### src/rtl/pkt_proc_enq_arbiter.sv
// Round-robin arbiter that gives one packet source at a time the pkt_proc enqueue port, for a whole packet.
// Optional stall watchdog with forced-eop abort and drain: define PKT_ARB_WDOG_EN.
module pkt_proc_enq_arbiter #(
    parameter int NUM_SRC  = 4,
    parameter int DATA_W   = 32,
    parameter int LEN_W    = 12,
    parameter int WDOG_CYC = 64
) (
    input  logic                      pck_proc_int_mem_fsm_clk,
    input  logic                      pck_proc_int_mem_fsm_rstn,
    input  logic                      pck_proc_int_mem_fsm_sw_rstn,
    input  logic [NUM_SRC-1:0]        src_valid,
    input  logic [NUM_SRC-1:0]        src_eop,
    input  logic [NUM_SRC*DATA_W-1:0] src_data,
    input  logic [NUM_SRC*LEN_W-1:0]  src_len,
    output logic [NUM_SRC-1:0]        src_ready,
    input  logic                      pck_proc_full,
    input  logic                      pck_proc_almost_full,
    output logic                      enq_req,
    output logic                      in_sop,
    output logic                      in_eop,
    output logic [DATA_W-1:0]         wr_data_i,
    output logic                      pck_len_valid,
    output logic [LEN_W-1:0]          pck_len_i,
    output logic [NUM_SRC-1:0]        grant_vec,
    output logic                      len_err,
    output logic                      arb_timeout
);
    localparam int IDX_W = $clog2(NUM_SRC);
    localparam logic [1:0] IDLE = 2'd0;
    localparam logic [1:0] XFER = 2'd1;
`ifdef PKT_ARB_WDOG_EN
    localparam logic [1:0] DRAIN  = 2'd2;
    localparam int         SCNT_W = $clog2(WDOG_CYC + 1);
`endif

    logic [1:0]         state_q, state_d;
    logic [IDX_W-1:0]   last_q, last_d;
    logic [IDX_W-1:0]   gidx_q, gidx_d;
    logic [NUM_SRC-1:0] grant_q, grant_d;
    logic [LEN_W-1:0]   len_q, len_d;
    logic [LEN_W-1:0]   cnt_q, cnt_d;
    logic               first_q, first_d;
    logic               enq_q, enq_d;
    logic               sop_q, sop_d;
    logic               eop_q, eop_d;
    logic               lenv_q, lenv_d;
    logic               lerr_q, lerr_d;
    logic [DATA_W-1:0]  data_q, data_d;
    logic [LEN_W-1:0]   plen_q, plen_d;
    logic [NUM_SRC-1:0] ready_c;
`ifdef PKT_ARB_WDOG_EN
    logic [SCNT_W-1:0]  stall_q, stall_d;
    logic               tout_q, tout_d;
`endif

    logic [IDX_W-1:0]   pick, cand;
    logic               found;
    logic               cur_valid, cur_eop, acc;
    logic [DATA_W-1:0]  cur_data;

    // Scan starts one past the last grant so every source gets a turn.
    always_comb begin
        pick  = '0;
        cand  = '0;
        found = 1'b0;
        for (int unsigned i = 1; i <= NUM_SRC; i++) begin
            cand = IDX_W'((32'(last_q) + i) % NUM_SRC);
            if (!found && src_valid[cand]) begin
                pick  = cand;
                found = 1'b1;
            end
        end
    end

    assign cur_valid = src_valid[gidx_q];
    assign cur_eop   = src_eop[gidx_q];
    assign cur_data  = src_data[gidx_q*DATA_W +: DATA_W];
    assign acc       = (state_q == XFER) && cur_valid && !pck_proc_full;

    always_comb begin
        state_d = state_q;
        last_d  = last_q;
        gidx_d  = gidx_q;
        grant_d = grant_q;
        len_d   = len_q;
        cnt_d   = cnt_q;
        first_d = first_q;
        enq_d   = 1'b0;
        sop_d   = 1'b0;
        eop_d   = 1'b0;
        lenv_d  = 1'b0;
        lerr_d  = 1'b0;
        data_d  = data_q;
        plen_d  = plen_q;
        ready_c = '0;
`ifdef PKT_ARB_WDOG_EN
        stall_d = stall_q;
        tout_d  = 1'b0;
`endif
        case (state_q)
            IDLE: begin
                if (|src_valid && !pck_proc_almost_full) begin
                    gidx_d  = pick;
                    last_d  = pick;
                    grant_d = NUM_SRC'(1) << pick;
                    len_d   = src_len[pick*LEN_W +: LEN_W];
                    cnt_d   = '0;
                    first_d = 1'b1;
                    state_d = XFER;
`ifdef PKT_ARB_WDOG_EN
                    stall_d = '0;
`endif
                end
            end
            XFER: begin
                if (!pck_proc_full) ready_c[gidx_q] = 1'b1;
                if (acc) begin
                    enq_d   = 1'b1;
                    sop_d   = first_q;
                    lenv_d  = first_q;
                    eop_d   = cur_eop;
                    data_d  = cur_data;
                    plen_d  = len_q;
                    first_d = 1'b0;
                    cnt_d   = (&cnt_q) ? cnt_q : cnt_q + LEN_W'(1);
                    if (cur_eop) begin
                        lerr_d  = ({1'b0, cnt_q} + (LEN_W+1)'(1)) != {1'b0, len_q};
                        grant_d = '0;
                        state_d = IDLE;
                    end
                end
`ifdef PKT_ARB_WDOG_EN
                // Full-blocked cycles hold the count; the abort itself ignores full.
                if (acc) begin
                    stall_d = '0;
                end else if (!cur_valid) begin
                    if (stall_q == SCNT_W'(WDOG_CYC - 1)) begin
                        enq_d   = 1'b1;
                        eop_d   = 1'b1;
                        sop_d   = first_q;
                        lenv_d  = first_q;
                        data_d  = '0;
                        plen_d  = len_q;
                        first_d = 1'b0;
                        tout_d  = 1'b1;
                        stall_d = '0;
                        state_d = DRAIN;
                    end else if (!pck_proc_full) begin
                        stall_d = stall_q + SCNT_W'(1);
                    end
                end
`endif
            end
`ifdef PKT_ARB_WDOG_EN
            DRAIN: begin
                ready_c[gidx_q] = 1'b1;
                if (cur_valid && cur_eop) begin
                    grant_d = '0;
                    state_d = IDLE;
                end
            end
`endif
            default: state_d = IDLE;
        endcase

        // Soft reset forces the same values as the async reset on the next edge.
        if (!pck_proc_int_mem_fsm_sw_rstn) begin
            state_d = IDLE;
            last_d  = IDX_W'(NUM_SRC - 1);
            gidx_d  = '0;
            grant_d = '0;
            len_d   = '0;
            cnt_d   = '0;
            first_d = 1'b0;
            enq_d   = 1'b0;
            sop_d   = 1'b0;
            eop_d   = 1'b0;
            lenv_d  = 1'b0;
            lerr_d  = 1'b0;
            data_d  = '0;
            plen_d  = '0;
            ready_c = '0;
`ifdef PKT_ARB_WDOG_EN
            stall_d = '0;
            tout_d  = 1'b0;
`endif
        end
    end

    always_ff @(posedge pck_proc_int_mem_fsm_clk or negedge pck_proc_int_mem_fsm_rstn) begin
        if (!pck_proc_int_mem_fsm_rstn) begin
            state_q <= IDLE;
            last_q  <= IDX_W'(NUM_SRC - 1);
            gidx_q  <= '0;
            grant_q <= '0;
            len_q   <= '0;
            cnt_q   <= '0;
            first_q <= 1'b0;
            enq_q   <= 1'b0;
            sop_q   <= 1'b0;
            eop_q   <= 1'b0;
            lenv_q  <= 1'b0;
            lerr_q  <= 1'b0;
            data_q  <= '0;
            plen_q  <= '0;
`ifdef PKT_ARB_WDOG_EN
            stall_q <= '0;
            tout_q  <= 1'b0;
`endif
        end else begin
            state_q <= state_d;
            last_q  <= last_d;
            gidx_q  <= gidx_d;
            grant_q <= grant_d;
            len_q   <= len_d;
            cnt_q   <= cnt_d;
            first_q <= first_d;
            enq_q   <= enq_d;
            sop_q   <= sop_d;
            eop_q   <= eop_d;
            lenv_q  <= lenv_d;
            lerr_q  <= lerr_d;
            data_q  <= data_d;
            plen_q  <= plen_d;
`ifdef PKT_ARB_WDOG_EN
            stall_q <= stall_d;
            tout_q  <= tout_d;
`endif
        end
    end

    assign src_ready     = ready_c;
    assign enq_req       = enq_q;
    assign in_sop        = sop_q;
    assign in_eop        = eop_q;
    assign wr_data_i     = data_q;
    assign pck_len_valid = lenv_q;
    assign pck_len_i     = plen_q;
    assign grant_vec     = grant_q;
    assign len_err       = lerr_q;
`ifdef PKT_ARB_WDOG_EN
    assign arb_timeout   = tout_q;
`else
    assign arb_timeout   = 1'b0;
`endif

endmodule

### config.mk
export PLATFORM = sky130hd
export DESIGN_NAME = pkt_proc_enq_arbiter
export DESIGN_NICKNAME = d
export VERILOG_FILES = /design/src/rtl/pkt_proc_enq_arbiter.sv
export SDC_FILE = /design/constraint.sdc
export NUM_CORES = 1
export LEC_CHECK = 0
export BUFFER_PORTS_ARGS = -buffer_cell sky130_fd_sc_hd__buf_2
export CAP_MARGIN = 20
export CELL_PAD_IN_SITES_DETAIL_PLACEMENT = 1
export CELL_PAD_IN_SITES_GLOBAL_PLACEMENT = 2
export CORE_ASPECT_RATIO = 0.5
export CORE_MARGIN = 2
export CORE_UTILIZATION = 27
export DETAILED_ROUTE_END_ITERATION = 8
export PLACE_DENSITY = 0.86
export SLEW_MARGIN = 10
export SYNTH_ARGS = -nofsm -noshare
export SYNTH_HDL_FRONTEND = slang
export SYNTH_SLANG_ARGS = --single-unit
### constraint.sdc
create_clock -name pck_proc_int_mem_fsm_clk -period 2.1 [get_ports pck_proc_int_mem_fsm_clk]
set_input_delay 0.315 -clock pck_proc_int_mem_fsm_clk [delete_from_list [all_inputs] [get_ports pck_proc_int_mem_fsm_clk]]
set_output_delay 0.315 -clock pck_proc_int_mem_fsm_clk [all_outputs]
set_load 0.01 [all_outputs]
-- Word level (Yosys, flattened, before mapping)
Index checks and enable logic that the tools add are counted.
- register bits: 83
- word-level logic and storage cells: 130
- input port bits: 189
- eq/ne operators: 11
- shifts and indexed selects: 3
- magnitude comparators: 6
- mux-type cells: 69
- reduce and logical (&&, ||, !) cells: 21
- multiply operators: 1
- add/subtract/negate cells: 6
- operators by type and width (kind ; number):
    128-bit by 8-bit indexed part select with 32-bit output ; 1
    12-bit 2-to-1 mux ; 10
    32-bit 2-to-1 mux ; 3
    48-bit by 7-bit indexed part select with 12-bit output ; 1
    4-bit 2-to-1 mux ; 7
    1-bit 2-to-1 mux ; 26
    2-bit 2-to-1 mux ; 12
    12-bit case mux with 2 select lines ; 1
    2-bit by 3-bit less-than comparator with 1-bit output, second input constant ; 5
    12-bit by 1-bit adder with 13-bit output, second input constant ; 1
    13-bit by 12-bit inequality test with 1-bit output ; 1
    12-bit by 1-bit adder with 12-bit output, second input constant ; 1
    1-bit binary-select mux with 2-bit select ; 6
    3-bit inequality test, second input constant ; 4
    12-bit AND reduction ; 1
    2-bit by 1-bit inequality test with 1-bit output, second input constant ; 4
    4-bit case mux with 2 select lines ; 1
    4-bit AND reduction ; 2
    1-bit logical AND ; 7
    3-bit AND reduction ; 2
    1-bit zero test ; 5
    2-bit by 1-bit adder with 2-bit output, second input constant ; 2
    2-bit adder, second input constant ; 2
    2-bit by 2-bit multiplier with 4-bit output, second input constant ; 1
    other kinds (10) ; 11

-- Depth between registers and ports, before layout
Gate-level depths: netlist of run 1.
- word-level depth: 18
- depth in mapped cells: 9
- depth with buffers taken out: 7

-- Worst setup path before layout of run 1
No wires, ideal clock.
- kind: flip-flop to flip-flop
- from: register cnt_q[0]
- to: register cnt_q[4]
- stages on the path, launching flop included: 10
- setup time: 0.095 ns
- path buffers: 2
- period minus slack after synthesis: 1.923 ns
- arrival time: 1.827 ns
- path slack: 0.177 ns
- path through: dfrtp_1 ha_1 and3_1 nand4_1 or3b_1 buf_2 buf_6 nor2_1 o21ai_1 o31ai_1
- word-level cells in the longest chain between the ends: 5
- elaborated cells between the ends (all ways): 8
- RTL lines (item ; RTL line ; text):
    start: declaration ; 42 ; logic [LEN_W-1:0] cnt_q, cnt_d;
    start signal: assignment ; 217 ; cnt_q <= cnt_d;
    12-bit by 1-bit adder with 12-bit output ; 126 ; cnt_d = (&cnt_q) ? cnt_q : cnt_q + LEN_W'(1);
    12-bit 2-to-1 mux ; 126 ;
    12-bit 2-to-1 mux ; 118 ; if (acc) begin
    12-bit case mux with 2 select lines ; 101 ; case (state_q)
    12-bit 2-to-1 mux ; 168 ; if (!pck_proc_int_mem_fsm_sw_rstn) begin
Several ways; a longest one is shown, not always the timed one. The select of a mux whose other input is x is not followed.
A chain may end at the register's enable or synchronous reset.

-- Worst setup path in the final report of run 1
- from: register cnt_q[0]
- to: register lerr_q (netlist: len_err)
- word-level cells in the longest chain between the ends: 6
- RTL lines (item ; RTL line ; text):
    12-bit by 1-bit adder with 13-bit output ; 128 ; lerr_d = ({1'b0, cnt_q} + (LEN_W+1)'(1)) != {1'b0, len_q};
    13-bit by 12-bit inequality test with 1-bit output ; 128 ;
    1-bit 2-to-1 mux ; 127 ; if (cur_eop) begin
    1-bit 2-to-1 mux ; 118 ;
    1-bit 2-to-1 mux ; 101 ;
    1-bit 2-to-1 mux ; 168 ;
    named net lerr_d ; 48 ; logic lerr_q, lerr_d;
    end signal: assignment ; 223 ; lerr_q <= lerr_d;
    end: declaration ; 48 ;
The timed path passes the listed nets, and every way through them passes these cells.

==> impl_metrics.yaml, run 1 <==
logic_synthesis:
  synth_most_common_cell: "dfrtp_1"
  yosys.area.top_type: "dfrtp_1"
  syn_nets: 619
  ys_warn_count: 0
  syn_inst: 429
  synth_edf_count: 0
  yosys-top-cells-area: "dfrtp_1 (42%), mux4_2 (16%), a22o_1 (8.5%), nand2_1 (4.5%), nand3_1 (3.5%)"
  synth-seq-area-share_pct: 43.11
  async_flop_share_pct: 100.0
  synth.top_cell.area_share_pct: 42.01
  ys_types: 56
  synth_commonest_cells: "dfrtp_1 (80), nand2_1 (57), a22o_1 (46)"
  netlist_area_um2: 4766
  syn_area_per_cell_um2: 11.11
  synthFlopType: "dfrtp_1"
  ys_ff_latch: 82
timing:
  setup_viol: 0
  finalClockSkew_ns: 0.009460
  final.period_utilization_pct: 96.67
  slew_viol_final: 0
  fmax_ghz: 0.4926
  layout_min_cycle_time_ns: 2.030
  hold_violations: 0
  worst_hold_slack_ns: 0.2482
critical_path:
  worstPathArrival_ns: 2.23
  critPathLaunchType: "flip-flop"
  rr_worst_depth: 7
  end_kind: "flip-flop"
  crit_type: "reg2reg"
  regToRegSetupSlack_ns: 0.07
  crit_required_ns: 2.30
  worstPathMaxFanout: 8
clock_tree:
  cts_buffer_depth: 2
  cts_buffers: 9
  root_buffer: "clkbuf_16"
  cts.sink_count: 82
  clk_pin_slew_worst_paths_ns: 0.07
  clock_latency_ns: 0.34
  postCtsSetupBuffers: 0
  htreeDepth: 3
  cts_tree: "built"
detailed_routing:
  wirelength_mm: 17.71
  dr_total_vias: 4739
  wl_per_cell_um: 19.22
  first_pass_iters: 4
  route.detailed.drc: 0
  drt-initial-drc-count: 162
  via_per_inst: 5.145
  ant_nets: 0
floorplan:
  die-area_um2: 18790
  fp.dieW_um: 191.9
  io_pins: 247
  core-area_um2: 17310
  fp.dieH_um: 97.95
  num_rows: 34
  start_util_pct: 27.53
global_route:
  antenna_found_initial: 0
  grt_max_degree: 54
  gr-total-overflow: 0
  grt_pass1_wl_mm: 27.17
  grt.total_usage_pct: 18.43
  grt_pass1_vias: 5076
cells_and_area:
  drive_gt1_share_pct: 50.66
  regArea_um2: 2061
  num-fill-cells: 2006
  nNetsFinal: 872
  area_growth_pct: 41.40
  multi_input_area_um2: 2574
  diodes: 0
run:
  drv_cap: 0
worst_hold_path:
  hold_path.class: "in2reg"
  hold_depth: 2
outcome:
  status: "completed"
place:
  portBuffers: 245
  hpwlAfterDp_mm: 13.62
  routabilityCongestion: 0.8114
pwr:
  total_power_uw: 4269
  power.density_nw_per_um2: 633.4
  vdd_drop_max_mv: 0.3482
  p_leak_uw: 0.003334
[critical path: stages, from the launching register on]
cell and delay (ns):
dfrtp_1 0.41, ha_4 0.19, and3_4 0.21, nand3_2 0.12, xnor2_1 0.19, a311o_1 0.37
nor4_4 0.27, a31oi_1 0.13
[final timing paths]
check | from | end
max | cnt_q[0] | len_err
min | pck_proc_int_mem_fsm_sw_rstn | last_q[0]
max reg2reg | cnt_q[0] | len_err
min reg2reg | first_q | first_q
max in group asynchronous | pck_proc_int_mem_fsm_rstn | wr_data_i[0]
min in group asynchronous | pck_proc_int_mem_fsm_rstn | cnt_q[11]
[sequential cells by signal, indices dropped and copies added (netlist names), 2 cells and up]
| signal | flops |
|---|---|
| wr_data_i | 32 |
| cnt_q | 12 |
| len_q | 12 |
| pck_len_i | 12 |
| grant_vec | 4 |
| gidx_q | 2 |
| last_q | 2 |
[cell type report]
| class | instances | share of cell area, % |
|---|---|---|
| Clock buffer | 11 | 3.453 |
| Sequential cell | 82 | 30.58 |
| Timing Repair Buffer | 278 | 22.61 |
| Clock inverter | 5 | 0.5941 |
| Inverter | 4 | 0.2228 |
| Tap cell | 234 | 4.345 |
| Multi-Input combinational cell | 307 | 38.19 |
[logic make-up after synthesis]
| family | share of synthesized area [%] |
|---|---|
| AND/OR/NAND/NOR | 14.57 |
| AO/OA/AOI/OAI | 18.98 |
| flip-flops | 43.11 |
| buffers and inverters | 4.069 |
| multiplexers | 16.72 |
| XOR/XNOR | 2.205 |
| adder cells (fa/ha/maj) | 0.2625 |
| other | 0.07869 |
[routing by layer]
metal	vias to the layer above	global-route usage [%]	part of all wire, %
li1	2165	-	-
met4	0	4.734	1.7
met2	163	32.74	50
met1	2389	23.26	43
met5	-	0	0
met3	22	3.127	5.2
[power by group]
group	internal (uW)	switching (uW)	total [uW]
Sequential	1660	83.5	1740
Clock	810	692	1500
Combinational	509	517	1030
Total	2980	1290	4270
[through the flow]
stage                     setup TNS, ns  setup slack, ns  std cells  instance area [um2]  util [%]
after detailed placement        -0.4511          -0.3012        904                 6404     36.99
after global placement          -0.1532          -0.1532        904                 6404     36.99
after CTS                             0         0.006008        921                 6728     38.86
final                                 0          0.06993        921                 6739     38.92
after global routing          -0.005409        -0.005409        921                 6739     38.92
after floorplan                       0           0.1771        429                 4766         -
[timing repair]
action	4_1_cts	5_1_grt
pin swaps	1	0
gates resized for setup	8	5
gates cloned	0	0
hold buffers	1	0
hold endpoints to repair	27	0
endpoints found under the setup margin	2	9
[placed cells by master (no fill, tap or decap), types with 4 or more instances in the layout]
master	synthesis	final
a21oi_1	9	9
a22o_1	46	46
a32o_1	16	16
and3_1	7	6
buf_2	17	244
buf_4	4	28
clkbuf_16	0	9
dfrtp_1	80	75
dfrtp_2	0	5
inv_1	4	4
mux4_2	34	34
nand2_1	57	57
nand2b_1	4	4
nand3_1	33	32
nor2_1	15	15
nor2b_1	5	5
nor3_1	5	5
o21ai_0	7	6
o21ai_1	9	10
xnor2_1	7	7
xor2_1	5	5
Note: power is estimated with default switching activity, not from simulation.
==> run 2: changes to the inputs <==
- CELL_PAD_IN_SITES_DETAIL_PLACEMENT: 1 -> 0
- CELL_PAD_IN_SITES_GLOBAL_PLACEMENT: 2 -> 1
- CORE_UTILIZATION: 27 -> 34
- PLACE_DENSITY: 0.86 -> 0.78
==> impl_metrics.yaml, run 2 (synthesis results as in run 1) <==
outcome:
  status: "complete, but fails checks"
  failed_checks: "negative hold slack"
critical_path:
  reg2reg_from: "cnt_q[1]"
  worstPathMaxFanout: 5
  worstPathArrival_ns: 2.20
  critPathLaunchType: "flip-flop"
  crit_type: "reg2reg"
  crit_required_ns: 2.30
  worstSetupStartpoint: "cnt_q[1]"
  crit_path_max_incr_delay_ns: 0.36
  crit_chain: "ha_1, and3_1, nand3_1, xnor2_1, a311o_1, nor4_2, a31oi_1"
  end_kind: "flip-flop"
  timing.critical_path.buf_inv: 0
  crit_slowest_cell: "dfrtp_1"
  cp_top_family: "simple AND/OR/NAND/NOR gates"
  regToRegSetupSlack_ns: 0.1
cells_and_area:
  area_growth_pct: 41.87
  design_area_um2: 6761
  largest_reg_flops: 32
  layout_common_cells: "buf_2 (244), dfrtp_1 (78), nand2_1 (57)"
  drive_gt1_share_pct: 50.65
  diodes: 0
  mostFrequentLayoutCell: "buf_2"
  final_cells: 885
  nNetsFinal: 878
clock_tree:
  htreeDepth: 3
  cts.sink_count: 82
  clock_latency_ns: 0.34
  cts_buffer_depth: 2
  root_buffer: "clkbuf_16"
  clk_pin_slew_worst_paths_ns: 0.07
  postCtsSetupBuffers: 0
  ctsResizeCount: 0
  cts_tree: "built"
  cts_buffers: 9
  postCtsHoldBufs: 0
timing:
  slew_viol_final: 0
  finalClockSkew_ns: 0.008009
  tns_ns: 0
  setup_viol: 0
  worst_hold_slack_ns: -0.01312
  hold_violations: 12
  relSlewSlack_pct: 58.64
  worst_pin_slew_ns: 0.6204
  grt_setup_unrepaired: "no"
  fmax_ghz: 0.4996
  final.period_utilization_pct: 95.32
  layout_min_cycle_time_ns: 2.002
floorplan:
  io_pins: 247
  core-area_um2: 13630
  fp.dieW_um: 171.4
  die-area_um2: 15040
  num_rows: 30
  fp.dieH_um: 87.72
  start_util_pct: 34.98
detailed_routing:
  via_per_inst: 5.215
  ant_nets: 0
  dr_total_vias: 4615
  drt-initial-drc-count: 313
  wl_per_cell_um: 17.50
  first_pass_iters: 4
  wirelength_mm: 15.49
  route.detailed.drc: 0
place:
  routabilityCongestion: 0.8528
  dp.cells: 869
  portBuffers: 245
  placed_area_um2: 6416
  hpwlAfterDp_mm: 11.98
global_route:
  grt_pass1_vias: 4515
  grt_pass1_wl_mm: 23.36
  antenna_found_initial: 0
  gr-total-overflow: 0
  grt.total_usage_pct: 20.20
  grt_max_degree: 47
pwr:
  combPwrFrac_pct: 22.5
  p_leak_uw: 0.003416
  seqPwrFrac_pct: 38.7
  netSwitchingFraction_pct: 27.79
  pwr-share-clk_pct: 38.8
  internal_power_uw: 3225
  vdd_drop_max_mv: 0.4799
  p_sw_uw: 1241
  total_power_uw: 4466
  power.density_nw_per_um2: 660.5
worst_hold_path:
  hold_path.class: "in2async"
run:
  drv_cap: 0
==> run 2: cell count changes in the layout (fill, tap and decap cells not counted), sizes merged <==
cell         change
bufinv           +2
clkbuf           -2
clkinv           +3
dlygate4sd3      -1
buf              +7
clkinvlp         -3
==> run 2: final timing paths <==
kind	endpoint	cells past startpoint
worst max-delay path	len_err	7
worst min-delay path	len_q[11]	1
worst max register to register	len_err	7
worst min register to register	first_q	1
max in group asynchronous	wr_data_i[1]	2
min in group pck_proc_int_mem_fsm_clk	last_q[0]	2
==> run 2: worst reg2reg max path: cells and delay by family, from the launching register on <==
family | cells | cell delay [ns]
DFF | 1 | 0.36
AOI/OAI and AO/OA | 2 | 0.45
adders and majority gates | 1 | 0.25
and+or+nand+nor | 3 | 0.64
xor gates and xnor gates | 1 | 0.16
==> run 2: layout make-up <==
cell class / instances / area, um2
Sequential cell: 82 / 2057
Clock inverter: 7 / 102.6
Multi-Input combinational cell: 307 / 2550
Tap cell: 192 / 240.2
Fill cell: 1269 / 6864
Timing Repair Buffer: 284 / 1572
Clock buffer: 9 / 225.2
Inverter: 4 / 15.01
==> run 2: layer usage <==
| layer | part of all wire (%) | global-route usage [%] |
|---|---|---|
| met2 | 49 | 35.20 |
| met5 | 0 | 0 |
| met4 | 0.67 | 4.237 |
| met3 | 6.0 | 3.615 |
| met1 | 44 | 26.74 |
==> run 2: per-stage QoR <==
stage / hold slack [ns] / utilization [%] / setup slack (ns)
finish: -0.01312 / 49.62 / 0.09823
global placement: 0.3710 / 47.09 / 0.05558
global route: 0.03306 / 49.62 / 0.003672
floorplan: 0.01941 / - / 0.1771
CTS: 0.01296 / 49.49 / 0.02445
detailed placement: 0.3753 / 47.09 / 0.03004
==> run 2: power by group through the flow <==
stage	registers [uW]	logic (uW)	clock network (uW)
2_1_floorplan	1760	541	0
3_5_place_dp	1760	1010	0
5_1_grt	1740	1110	1830
6_report	1730	1010	1730
4_1_cts	1730	1020	1770
3_3_place_gp	1760	1000	0
==> run 3: changes to the inputs <==
- BUFFER_PORTS_ARGS: -buffer_cell sky130_fd_sc_hd__buf_2 -> not set
- CORE_UTILIZATION: 34 -> 47
- DONT_BUFFER_PORTS: not set -> 1
- PLACE_DENSITY: 0.78 -> 0.77
==> impl_metrics.yaml, run 3 (synthesis results as in run 1) <==
critical_path:
  worstPathArrival_ns: 2.17
  regToRegSetupSlack_ns: 0.13
  timing.rr.end: "len_err"
  end_kind: "flip-flop"
  reg2reg_from: "cnt_q[1]"
  critPathLaunchType: "flip-flop"
  crit_type: "reg2reg"
  crit_required_ns: 2.30
  worstPathMaxFanout: 8
  rr_worst_depth: 7
outcome:
  failed_checks: "negative hold slack"
  status: "complete, but fails checks"
timing:
  slew_viol_final: 0
  grt_setup_unrepaired: "no"
  hold_violations: 82
  relSlewSlack_pct: 66.09
  finalClockSkew_ns: 0.007873
  final.period_utilization_pct: 93.90
  worst_pin_slew_ns: 0.5086
  setup_viol: 0
  fmax_ghz: 0.5071
  worst_hold_slack_ns: -0.3251
  layout_min_cycle_time_ns: 1.972
floorplan:
  start_util_pct: 49.47
  fp.dieW_um: 146.4
  num_rows: 25
  die-area_um2: 11010
  io_pins: 247
  core-area_um2: 9634
  fp.dieH_um: 75.21
pwr:
  total_power_uw: 3848
  vdd_drop_max_mv: 0.3785
  p_leak_uw: 0.002249
  power.density_nw_per_um2: 730.9
global_route:
  grt_pass1_wl_mm: 20.78
  antenna_found_initial: 0
  gr-total-overflow: 0
  grt_max_degree: 83
  grt.total_usage_pct: 24.29
  grt_pass1_vias: 3714
detailed_routing:
  via_per_inst: 6.552
  wl_per_cell_um: 23.88
  ant_nets: 0
  dr_total_vias: 3728
  first_pass_iters: 5
  drt-initial-drc-count: 282
  route.detailed.drc: 0
  wirelength_mm: 13.59
cells_and_area:
  nNetsFinal: 619
  num-fill-cells: 849
  regArea_um2: 2056
  final_cells: 569
  layout_common_cells: "dfrtp_1 (79), nand2_1 (57), a22o_1 (46)"
  mostFrequentLayoutCell: "dfrtp_1"
  area_growth_pct: 10.48
  multi_input_area_um2: 2545
  drive_gt1_share_pct: 20.74
  largest_reg_flops: 32
  design_area_um2: 5265
  diodes: 0
clock_tree:
  clock_latency_ns: 0.33
  cts_tree: "built"
  clk_pin_slew_worst_paths_ns: 0.06
  cts_buffer_depth: 2
  cts_buffers: 9
  cts.sink_count: 82
  root_buffer: "clkbuf_16"
  postCtsSetupBuffers: 0
  htreeDepth: 3
place:
  dp.cells: 553
  portBuffers: 0
  hpwlAfterDp_mm: 10.63
  routabilityCongestion: 0.8107
  placed_area_um2: 4986
run:
  drv_cap: 0
worst_hold_path:
  hold_path.class: "in2async"
run 3: cell types whose count changed in the layout (fill, tap and decap cells not counted), sizes merged:
| cell | before | now |
|---|---|---|
| buf | 284 | 25 |
| bufinv | 2 | 0 |
| inv | 5 | 4 |
| clkinvlp | 0 | 1 |
| clkbuf | 9 | 11 |
run 3: how the worst max path moves through the flow:
| stage | cells past startpoint | from | slack [ns] | end |
|---|---|---|---|---|
| 2_1_floorplan | 9 | cnt_q[0] | 0.18 | cnt_q[4] |
| 3_3_place_gp | 6 | cnt_q[1] | 0.12 | cnt_q[9] |
| 3_5_place_dp | 6 | cnt_q[1] | -0.007 | cnt_q[9] |
| 4_1_cts | 7 | cnt_q[1] | 0.02 | len_err |
| 5_1_grt | 7 | cnt_q[1] | 0.01 | len_err |
| 6_report | 7 | cnt_q[1] | 0.13 | len_err |
run 3: through the flow:
stage	setup TNS, ns	hold slack [ns]	util (%)	setup WS [ns]
after floorplan	0	0.01941	-	0.1771
after global placement	0	0.02125	51.75	0.1234
after detailed placement	-0.01037	0.02148	51.75	-0.007315
after CTS	0	-0.3342	54.56	0.02265
after global routing	0	-0.3456	54.65	0.01026
final	0	-0.3251	54.65	0.1281
run 3: cell type report:
type / instances / share of cell area (%)
sequential: 82 / 39.04
inverter: 4 / 0.2852
clock buffer: 11 / 4.420
multi-input combinational: 307 / 48.34
clock inverter: 5 / 0.5941
timing repair buffer: 25 / 4.111
tap: 135 / 3.208
run 3: timing repair:
item,4_1_cts,5_1_grt
setup endpoints to repair,3,2
resized for setup,2,2
endpoints found under the hold margin,82,82
run 3: critical path, cell delays in order, from the launching register on:
cell,delay [ns]
dfrtp_1,0.39
ha_2,0.28
and3_1,0.19
nand3_1,0.14
xnor2_1,0.17
a311o_1,0.33
nor4_2,0.24
a31oi_1,0.11
run 3: power breakdown:
| part | switching, uW | total [uW] | internal [uW] | leakage, uW |
|---|---|---|---|---|
| sequential | 107 | 1770 | 1660 | 0.00112 |
| combinational | 344 | 688 | 344 | 0.000998 |
| clock | 597 | 1390 | 796 | 0.000129 |
run 3: layer usage:
layer  global-route usage (%)  share of wire (%)  vias to the layer above
met2                    37.89                 46                      209
met1                    34.07                 44                     1844
met4                    5.717                1.3                        0
met3                    7.455                9.0                       17
met5                        0                  0                        -
li1                         -                  -                     1658
